==> config.mk <==
export PLATFORM = sky130hd
export DESIGN_NAME = ethernet_rx_controller_flat
export DESIGN_NICKNAME = d
export VERILOG_FILES = /design/src/rtl/eth_rx_pkg.sv /design/src/rtl/ethernet_rx_controller_if.sv /design/src/rtl/eth_rx_word_fifo.sv /design/src/rtl/ethernet_rx_controller.sv /design/src/flat_wrapper.sv
export SDC_FILE = /design/constraint.sdc
export NUM_CORES = 1
export LEC_CHECK = 0
export CORE_MARGIN = 3
export CORE_UTILIZATION = 55
export CTS_CLUSTER_SIZE = 28
export DETAILED_ROUTE_END_ITERATION = 10
export HOLD_SLACK_MARGIN = 0.06
export PLACE_DENSITY = 0.76
export SETUP_SLACK_MARGIN = 0.02
export SYNTH_ARGS = -nofsm -noshare
export SYNTH_HDL_FRONTEND = slang
export SYNTH_SLANG_ARGS = --single-unit
==> constraint.sdc <==
create_clock -name clk -period 6.9 [get_ports clk]
set_input_delay 1.38 -clock clk [delete_from_list [all_inputs] [get_ports clk]]
set_output_delay 1.38 -clock clk [all_outputs]
set_load 0.02 [all_outputs]
==> src/rtl/eth_rx_pkg.sv <==
// rtl/eth_rx_pkg.sv - shared widths and types for the Ethernet Rx command path
package eth_rx_pkg;

    localparam int CMD_LEN       = 32;
    localparam int NCHAN         = 8;
    localparam int CHAN_W        = 3;
    localparam int BYTES_PER_CMD = CMD_LEN / 8;
    localparam int BCNT_W        = (BYTES_PER_CMD > 1) ? $clog2(BYTES_PER_CMD) : 1;

    typedef logic [CHAN_W-1:0] chan_t;
    typedef logic [BCNT_W-1:0] bcnt_t;

    localparam bcnt_t BCNT_LAST = bcnt_t'(BYTES_PER_CMD - 1);

    typedef struct packed {
        logic [CMD_LEN-1:0] data;
        chan_t              channel;
    } cmd_word_t;

endpackage

==> src/rtl/ethernet_rx_controller_if.sv <==
// rtl/ethernet_rx_controller_if.sv - GigEx Rx byte stream plus assembled command word handshake
interface ethernet_rx_controller_if;
    import eth_rx_pkg::*;

    logic [7:0]         byte_in;
    logic               byte_in_valid;
    chan_t              byte_channel;
    logic               cmd_valid;
    logic               cmd_ready;
    logic [CMD_LEN-1:0] cmd_data;
    chan_t              cmd_channel;

    modport master (
        output byte_in, byte_in_valid, byte_channel, cmd_ready,
        input  cmd_valid, cmd_data, cmd_channel
    );

    modport slave (
        input  byte_in, byte_in_valid, byte_channel, cmd_ready,
        output cmd_valid, cmd_data, cmd_channel
    );

endinterface

==> src/rtl/eth_rx_word_fifo.sv <==
// rtl/eth_rx_word_fifo.sv - first-word-fall-through FIFO of tagged command words
module eth_rx_word_fifo
    import eth_rx_pkg::*;
#(
    parameter int DEPTH = 8
) (
    input  logic                     clk,
    input  logic                     rst,
    input  logic                     push_i,
    input  cmd_word_t                wdata_i,
    input  logic                     pop_i,
    output cmd_word_t                rdata_o,
    output logic [$clog2(DEPTH):0]   occupancy_o,
    output logic                     full_o,
    output logic                     empty_o
);

    localparam int AW = $clog2(DEPTH);

    cmd_word_t       mem_q [DEPTH];
    logic [AW-1:0]   wr_ptr_q, wr_ptr_d;
    logic [AW-1:0]   rd_ptr_q, rd_ptr_d;
    logic [AW:0]     count_q, count_d;
    logic            wr_en, rd_en;

    // A write into a full FIFO is allowed only when a read frees the slot in the same cycle.
    always_comb begin
        rd_en    = pop_i && (count_q != '0);
        wr_en    = push_i && ((count_q != (AW+1)'(DEPTH)) || rd_en);
        wr_ptr_d = wr_en ? wr_ptr_q + 1'b1 : wr_ptr_q;
        rd_ptr_d = rd_en ? rd_ptr_q + 1'b1 : rd_ptr_q;
        count_d  = count_q;
        if (wr_en && !rd_en) begin
            count_d = count_q + 1'b1;
        end else if (rd_en && !wr_en) begin
            count_d = count_q - 1'b1;
        end
    end

    always_ff @(posedge clk) begin
        if (rst) begin
            wr_ptr_q <= '0;
            rd_ptr_q <= '0;
            count_q  <= '0;
        end else begin
            wr_ptr_q <= wr_ptr_d;
            rd_ptr_q <= rd_ptr_d;
            count_q  <= count_d;
        end
    end

    always_ff @(posedge clk) begin
        if (wr_en) begin
            mem_q[wr_ptr_q] <= wdata_i;
        end
    end

    assign rdata_o     = mem_q[rd_ptr_q];
    assign occupancy_o = count_q;
    assign full_o      = (count_q == (AW+1)'(DEPTH));
    assign empty_o     = (count_q == '0);

endmodule

==> src/rtl/ethernet_rx_controller.sv <==
// rtl/ethernet_rx_controller.sv - per-channel byte-to-word packer with buffered output and nRF backpressure
// Optional partial-word idle timeout enabled by defining ETH_RX_TIMEOUT_EN.
module ethernet_rx_controller
    import eth_rx_pkg::*;
#(
    parameter int FIFO_DEPTH  = 8,
    parameter int FULL_MARGIN = 2
`ifdef ETH_RX_TIMEOUT_EN
    ,
    parameter int TIMEOUT     = 1024
`endif
) (
    input  logic                       clk,
    input  logic                       rst,
    ethernet_rx_controller_if.slave    bus,
    output logic [NCHAN-1:0]           channel_full,
    output logic                       overflow,
    output logic [15:0]                drop_count
);

    localparam int OCC_W = $clog2(FIFO_DEPTH) + 1;
    typedef logic [OCC_W-1:0] occ_t;
    localparam occ_t FULL_THRESH = occ_t'(FIFO_DEPTH - FULL_MARGIN);

    // Only the bytes preceding the newest one need storing; the newest comes straight from byte_in.
    logic [CMD_LEN-9:0] shift_q [NCHAN];
    bcnt_t              cnt_q   [NCHAN];

    chan_t              ch;
    logic               accept, last_byte, pop, drop, timeout_clr;
    logic [CMD_LEN-1:0] word;
    cmd_word_t          push_word, head;
    occ_t               occupancy;
    logic               fifo_full, fifo_empty;

    logic [NCHAN-1:0]   full_q, full_d;
    logic               overflow_q, overflow_d;
    logic [15:0]        drop_cnt_q, drop_cnt_d;

    always_comb begin
        ch        = bus.byte_channel;
        accept    = bus.byte_in_valid;
        word      = {shift_q[ch], bus.byte_in};
        last_byte = accept && (cnt_q[ch] == BCNT_LAST);
        pop       = !fifo_empty && bus.cmd_ready;
        drop      = last_byte && fifo_full && !pop;
        push_word = '{data: word, channel: ch};
    end

    always_ff @(posedge clk) begin
        if (rst) begin
            for (int i = 0; i < NCHAN; i++) begin
                shift_q[i] <= '0;
                cnt_q[i]   <= '0;
            end
        end else begin
            if (timeout_clr) begin
                for (int i = 0; i < NCHAN; i++) begin
                    cnt_q[i] <= '0;
                end
            end
            if (accept) begin
                shift_q[ch] <= word[CMD_LEN-9:0];
                cnt_q[ch]   <= last_byte ? '0 : cnt_q[ch] + 1'b1;
            end
        end
    end

`ifdef ETH_RX_TIMEOUT_EN
    localparam int IDLE_W = $clog2(TIMEOUT) + 1;
    localparam logic [IDLE_W-1:0] IDLE_MAX = IDLE_W'(TIMEOUT - 1);

    logic [IDLE_W-1:0] idle_q;

    // Saturates at IDLE_MAX so the clear keeps asserting until traffic resumes.
    always_ff @(posedge clk) begin
        if (rst || accept) begin
            idle_q <= '0;
        end else if (idle_q != IDLE_MAX) begin
            idle_q <= idle_q + 1'b1;
        end
    end

    assign timeout_clr = !accept && (idle_q == IDLE_MAX);
`else
    assign timeout_clr = 1'b0;
`endif

    eth_rx_word_fifo #(
        .DEPTH (FIFO_DEPTH)
    ) u_fifo (
        .clk         (clk),
        .rst         (rst),
        .push_i      (last_byte),
        .wdata_i     (push_word),
        .pop_i       (bus.cmd_ready),
        .rdata_o     (head),
        .occupancy_o (occupancy),
        .full_o      (fifo_full),
        .empty_o     (fifo_empty)
    );

    always_comb begin
        full_d     = {NCHAN{occupancy >= FULL_THRESH}};
        overflow_d = overflow_q;
        drop_cnt_d = drop_cnt_q;
        if (drop) begin
            overflow_d = 1'b1;
            if (drop_cnt_q != 16'hFFFF) begin
                drop_cnt_d = drop_cnt_q + 16'd1;
            end
        end
    end

    always_ff @(posedge clk) begin
        if (rst) begin
            full_q     <= '1;
            overflow_q <= 1'b0;
            drop_cnt_q <= '0;
        end else begin
            full_q     <= full_d;
            overflow_q <= overflow_d;
            drop_cnt_q <= drop_cnt_d;
        end
    end

    assign bus.cmd_valid   = !fifo_empty;
    assign bus.cmd_data    = fifo_empty ? '0 : head.data;
    assign bus.cmd_channel = fifo_empty ? '0 : head.channel;
    assign channel_full    = full_q;
    assign overflow        = overflow_q;
    assign drop_count      = drop_cnt_q;

endmodule
==> src/flat_wrapper.sv <==
// flat-port wrapper written by rule: the top's interface ports become plain ports
module ethernet_rx_controller_flat import eth_rx_pkg::*;
#(
    parameter int FIFO_DEPTH  = 8,
    parameter int FULL_MARGIN = 2

)
  (clk, rst, channel_full, overflow, drop_count, bus_byte_in, bus_byte_in_valid, bus_byte_channel, bus_cmd_ready, bus_cmd_valid, bus_cmd_data, bus_cmd_channel);
  ethernet_rx_controller_if bus_i ();
  input  logic clk;
  input  logic rst;
  output logic [NCHAN-1:0] channel_full;
  output logic overflow;
  output logic [15:0] drop_count;
  input wire logic [$bits(bus_i.byte_in)-1:0] bus_byte_in;
  input wire logic [$bits(bus_i.byte_in_valid)-1:0] bus_byte_in_valid;
  input wire logic [$bits(bus_i.byte_channel)-1:0] bus_byte_channel;
  input wire logic [$bits(bus_i.cmd_ready)-1:0] bus_cmd_ready;
  output wire logic [$bits(bus_i.cmd_valid)-1:0] bus_cmd_valid;
  output wire logic [$bits(bus_i.cmd_data)-1:0] bus_cmd_data;
  output wire logic [$bits(bus_i.cmd_channel)-1:0] bus_cmd_channel;
  assign bus_i.byte_in = bus_byte_in;
  assign bus_i.byte_in_valid = bus_byte_in_valid;
  assign bus_i.byte_channel = bus_byte_channel;
  assign bus_i.cmd_ready = bus_cmd_ready;
  assign bus_cmd_valid = bus_i.cmd_valid;
  assign bus_cmd_data = bus_i.cmd_data;
  assign bus_cmd_channel = bus_i.cmd_channel;
  ethernet_rx_controller #(.FIFO_DEPTH(FIFO_DEPTH), .FULL_MARGIN(FULL_MARGIN)) u_core (.clk(clk), .rst(rst), .bus(bus_i), .channel_full(channel_full), .overflow(overflow), .drop_count(drop_count));
endmodule
==> results.txt <==
----------------------------------------------------
[Run status]
  Result of the run ... finished, final reports clean

[Power and ir drop]
  Cell leakage power ... 8.29 nW
  Power per Cell Area ... 312 nW/um^2
  IR drop worst, VDD ... 0.193 mV

[Worst setup path]
  Path depth of the worst reg2reg path ... 14
  Arrival time reported for the critical path endpoint ... 5.30 ns
  Max stage delay cell, worst path ... sky130_fd_sc_hd__buf_2
  Cell family contributing the most delay on the critical path ... buffers and inverters
  FF-to-FF setup slack ... 3.44 ns
  Launching point of the worst reg2reg path ... u_core.cnt_q[5][1]$_SDFFCE_PN0P_
  CP bufs+invs ... 5
  Critical path data required time ... 7.39 ns
  Worst Setup Start Kind ... input port
  Maximum fanout encountered on the critical timing path ... 32
  CP endpoint kind ... register
  Worst path max stage delay ... 0.58 ns
  Worst setup path class ... input port to register
  Endpoint of the worst-slack reg-to-reg timing path ... u_core.u_fifo.occupancy_o[3]$_SDFFE_PP0P_
  Critical path cell sequence ... buf_2 > buf_4 > inv_1 > nand2_1 > nand2_1 > ha_1 > and2_1 > o21ai_1 > inv_1 > ha_1 > inv_1 > ha_1 > a21o_1 > a21oi_1 > mux2i_1 > mux2i_1

[Worst hold path]
  Hold EP ... u_core.overflow$_SDFFE_PP0P_
  Hold depth ... 2
  Beginning of the worst hold path ... u_core.overflow$_SDFFE_PP0P_
  Classification of the worst-slack hold path ... register to register

[STA]
  Post-route worst setup slack ... 2.10 ns
  Number of hold-slack violations in the final timing report ... 0
  Max Clock Freq ... 0.208 GHz
  Actual slew at the worst max-slew pin ... 1.24 ns
  Final Slew Violations ... 0
  Post-layout min period ... 4.80 ns
  RSZ-0062 raised after global routing ... no
  Slew HR ... 17.6%
  Setup TNS ... 0 ns
  Final setup violating endpoints ... 0
  Final period util ... 69.6%
  Final Skew ... 0.0127 ns

[Clock network]
  Maximum root-to-sink buffer count ... 3
  Clock tree root buffer cell ... sky130_fd_sc_hd__clkbuf_16
  CTS Hold Bufs ... 0
  Cts repair resizes ... 0
  Clock transition at the registers of the reported paths ... 0.06 ns
  Clock buffers created by TritonCTS ... 50
  H-tree depth ... 2
  Clk sinks ... 519
  Insertion delay to the later sink of the worst-skew pair ... 0.57 ns
  TritonCTS clock tree ... done
  Number of buffers added for setup after CTS ... 0

[Floorplanning]
  Die Area ... 41300 sq um
  Row Count ... 71
  Die Height ... 203 microns
  Width of the die ... 203 microns
  Core area ... 38000 sq um
  Initial core utilization ... 56.3%
  Top-level I/O count ... 76

[Placed design]
  Number of port buffers ... 75
  Pre-CTS setup slack ... 1.58 ns
  HPWL reported at the end of detailed placement ... 28400 microns
  Placer congestion estimate ... 0.846

[Drt]
  DRC violation count after routing ... 0
  Residual antenna-violating net count after detailed routing ... 0
  Via count ... 12075
  Via count normalized by instance count ... 6.25
  Routed WL per cell ... 24.7 microns
  DRT Pass-1 Iters ... 6
  Initial DRC Count ... 1364
  WL final ... 47600 microns

[Synth]
  Avg Inst Size Synth ... 16.5 sq um
  Post-synthesis instance area ... 21400 sq um
  Total of flip-flops plus latches after synthesis ... 519
  Top area cells in the synthesized netlist ... sky130_fd_sc_hd__edfxtp_1, sky130_fd_sc_hd__mux4_2, sky130_fd_sc_hd__nor2_1
  Cell with the most instances after synthesis ... sky130_fd_sc_hd__edfxtp_1
  Post-synth top area cell ... sky130_fd_sc_hd__edfxtp_1
  Cell count after synthesis ... 1299
  Asr flop ratio synth ... 0%
  Total number of yosys warnings ... 0
  Ranking of synthesized cells by instance count ... sky130_fd_sc_hd__edfxtp_1, sky130_fd_sc_hd__nor2_1, sky130_fd_sc_hd__mux4_2
  Count of flip-flops with a built-in enable after synthesis ... 488
  Nets in the synthesized netlist ... 1322
  Sequential element share of the synthesized area ... 71.4%
  Library cells used by synthesis ... 61
  Most used flip-flop cell after synthesis ... sky130_fd_sc_hd__edfxtp_1
  Yosys top cell area share ... 68.5%

[Cells and area]
  Count of antenna diodes in the layout ... 0
  Synth-to-layout area growth ... 13.3%
  Fraction of layout instances using a drive strength above 1 ... 17.5%
  Final nets ... 1403

[Global route]
  Vias in the first global route ... 12196
  Antenna violations before repair ... 0
  Pin count of the biggest net entering global routing ... 46
  Global-route wire length before repair ... 73000 microns
  Total gr overflow ... 0
  Global-route usage over all layers ... 23.1%

[Run]
  Total of max-cap violations ... 0

----------------------------------------------------
registers in the layout, indices dropped and copies added (netlist names), named ones only:
signal / cells
u_core.channel_full: 1
u_core.u_fifo.occupancy_o: 4
u_core.u_fifo.wr_ptr_q: 3
u_core.u_fifo.rd_ptr_q: 3
u_core.overflow: 1
u_core.drop_count: 16
u_core.u_fifo.mem_q: 280
u_core.cnt_q: 16
u_core.shift_q: 192
how the worst max path moves through the flow:
stage                              startpoint                                        end  cells past startpoint
after detailed placement  bus_byte_channel[1]  u_core.u_fifo.occupancy_o[3]$_SDFFE_PP0P_                     16
after global placement    bus_byte_channel[1]  u_core.u_fifo.occupancy_o[3]$_SDFFE_PP0P_                     16
after CTS                            register                         bus_cmd_channel[2]                      5
after global routing      bus_byte_channel[1]  u_core.u_fifo.occupancy_o[3]$_SDFFE_PP0P_                     16
after floorplan           bus_byte_channel[1]        u_core.u_fifo.mem_q[0][0]$_DFFE_PP_                      9
final                     bus_byte_channel[1]  u_core.u_fifo.occupancy_o[3]$_SDFFE_PP0P_                     16
cell families after synthesis:
logic type                 count (synthesis)  synth area share [%]
buffers and inverters                    118                  2.54
AOI/OAI and AO/OA                        103                  3.66
and+or+nand+nor                          383                  8.44
muxes                                    162                  13.2
xor gates and xnor gates                   6                 0.246
adders and majority gates                  8                 0.503
DFF                                      519                  71.4
per-layer routing:
metal | GRT usage (%) | vias up | share of wire [%] | wire, microns
met5 | 0 | - | 0 | 0
met4 | 6.27 | 0 | 2.0 | 941
met3 | 3.53 | 79 | 8.7 | 4160
met2 | 37.9 | 584 | 49 | 23400
met1 | 33.0 | 6189 | 40 | 19100
li1 | - | 5223 | - | -
layout make-up:
| cell class | count | area (sq um) |
|---|---|---|
| Clock buffer | 62 | 1320 |
| Clock inverter | 30 | 190 |
| Fill cell | 2686 | 13800 |
| Inverter | 27 | 101 |
| Multi-Input combinational cell | 662 | 5650 |
| Sequential cell | 519 | 15300 |
| Tap cell | 511 | 639 |
| Timing Repair Buffer | 120 | 1070 |
power by group:
part / switching (W) / internal, W
Clock: 0.00112 / 0.00139
Sequential: 0.0000887 / 0.00355
Combinational: 0.000783 / 0.000636
through the flow:
step / utilization (%) / instance area, sq um / total power [W] / std cells / hold slack, ns
CTS: 63.8 / 24300 / 0.00763 / 1931 / 0.479
finish: 63.8 / 24300 / 0.00758 / 1931 / 0.472
global route: 63.8 / 24300 / 0.00785 / 1931 / 0.488
floorplan: - / 21400 / 0.00460 / 1299 / 0.454
detailed placement: 59.8 / 22700 / 0.00515 / 1839 / 0.470
global placement: 59.8 / 22700 / 0.00512 / 1839 / 0.440
tightest hold or removal path: cells and delay by family (launching register included):
family / cells / cell delay, ns
buf+inv: 1 / 0.05
compound gates: 1 / 0.05
flops: 1 / 0.32
cell usage in the layout, fill, tap and decap left out, drive strengths merged, types with 31 or more instances in the layout:
cell type	Yosys	layout
dfxtp	31	31
buf	50	48
a221oi	32	32
mux2i	55	55
edfxtp	488	488
mux4	90	90
nor2	200	200
nand2	42	42
clkbuf	41	62
clkdlybuf4s50	0	72
and3	72	72
Note: power is estimated with default switching activity, not from simulation.
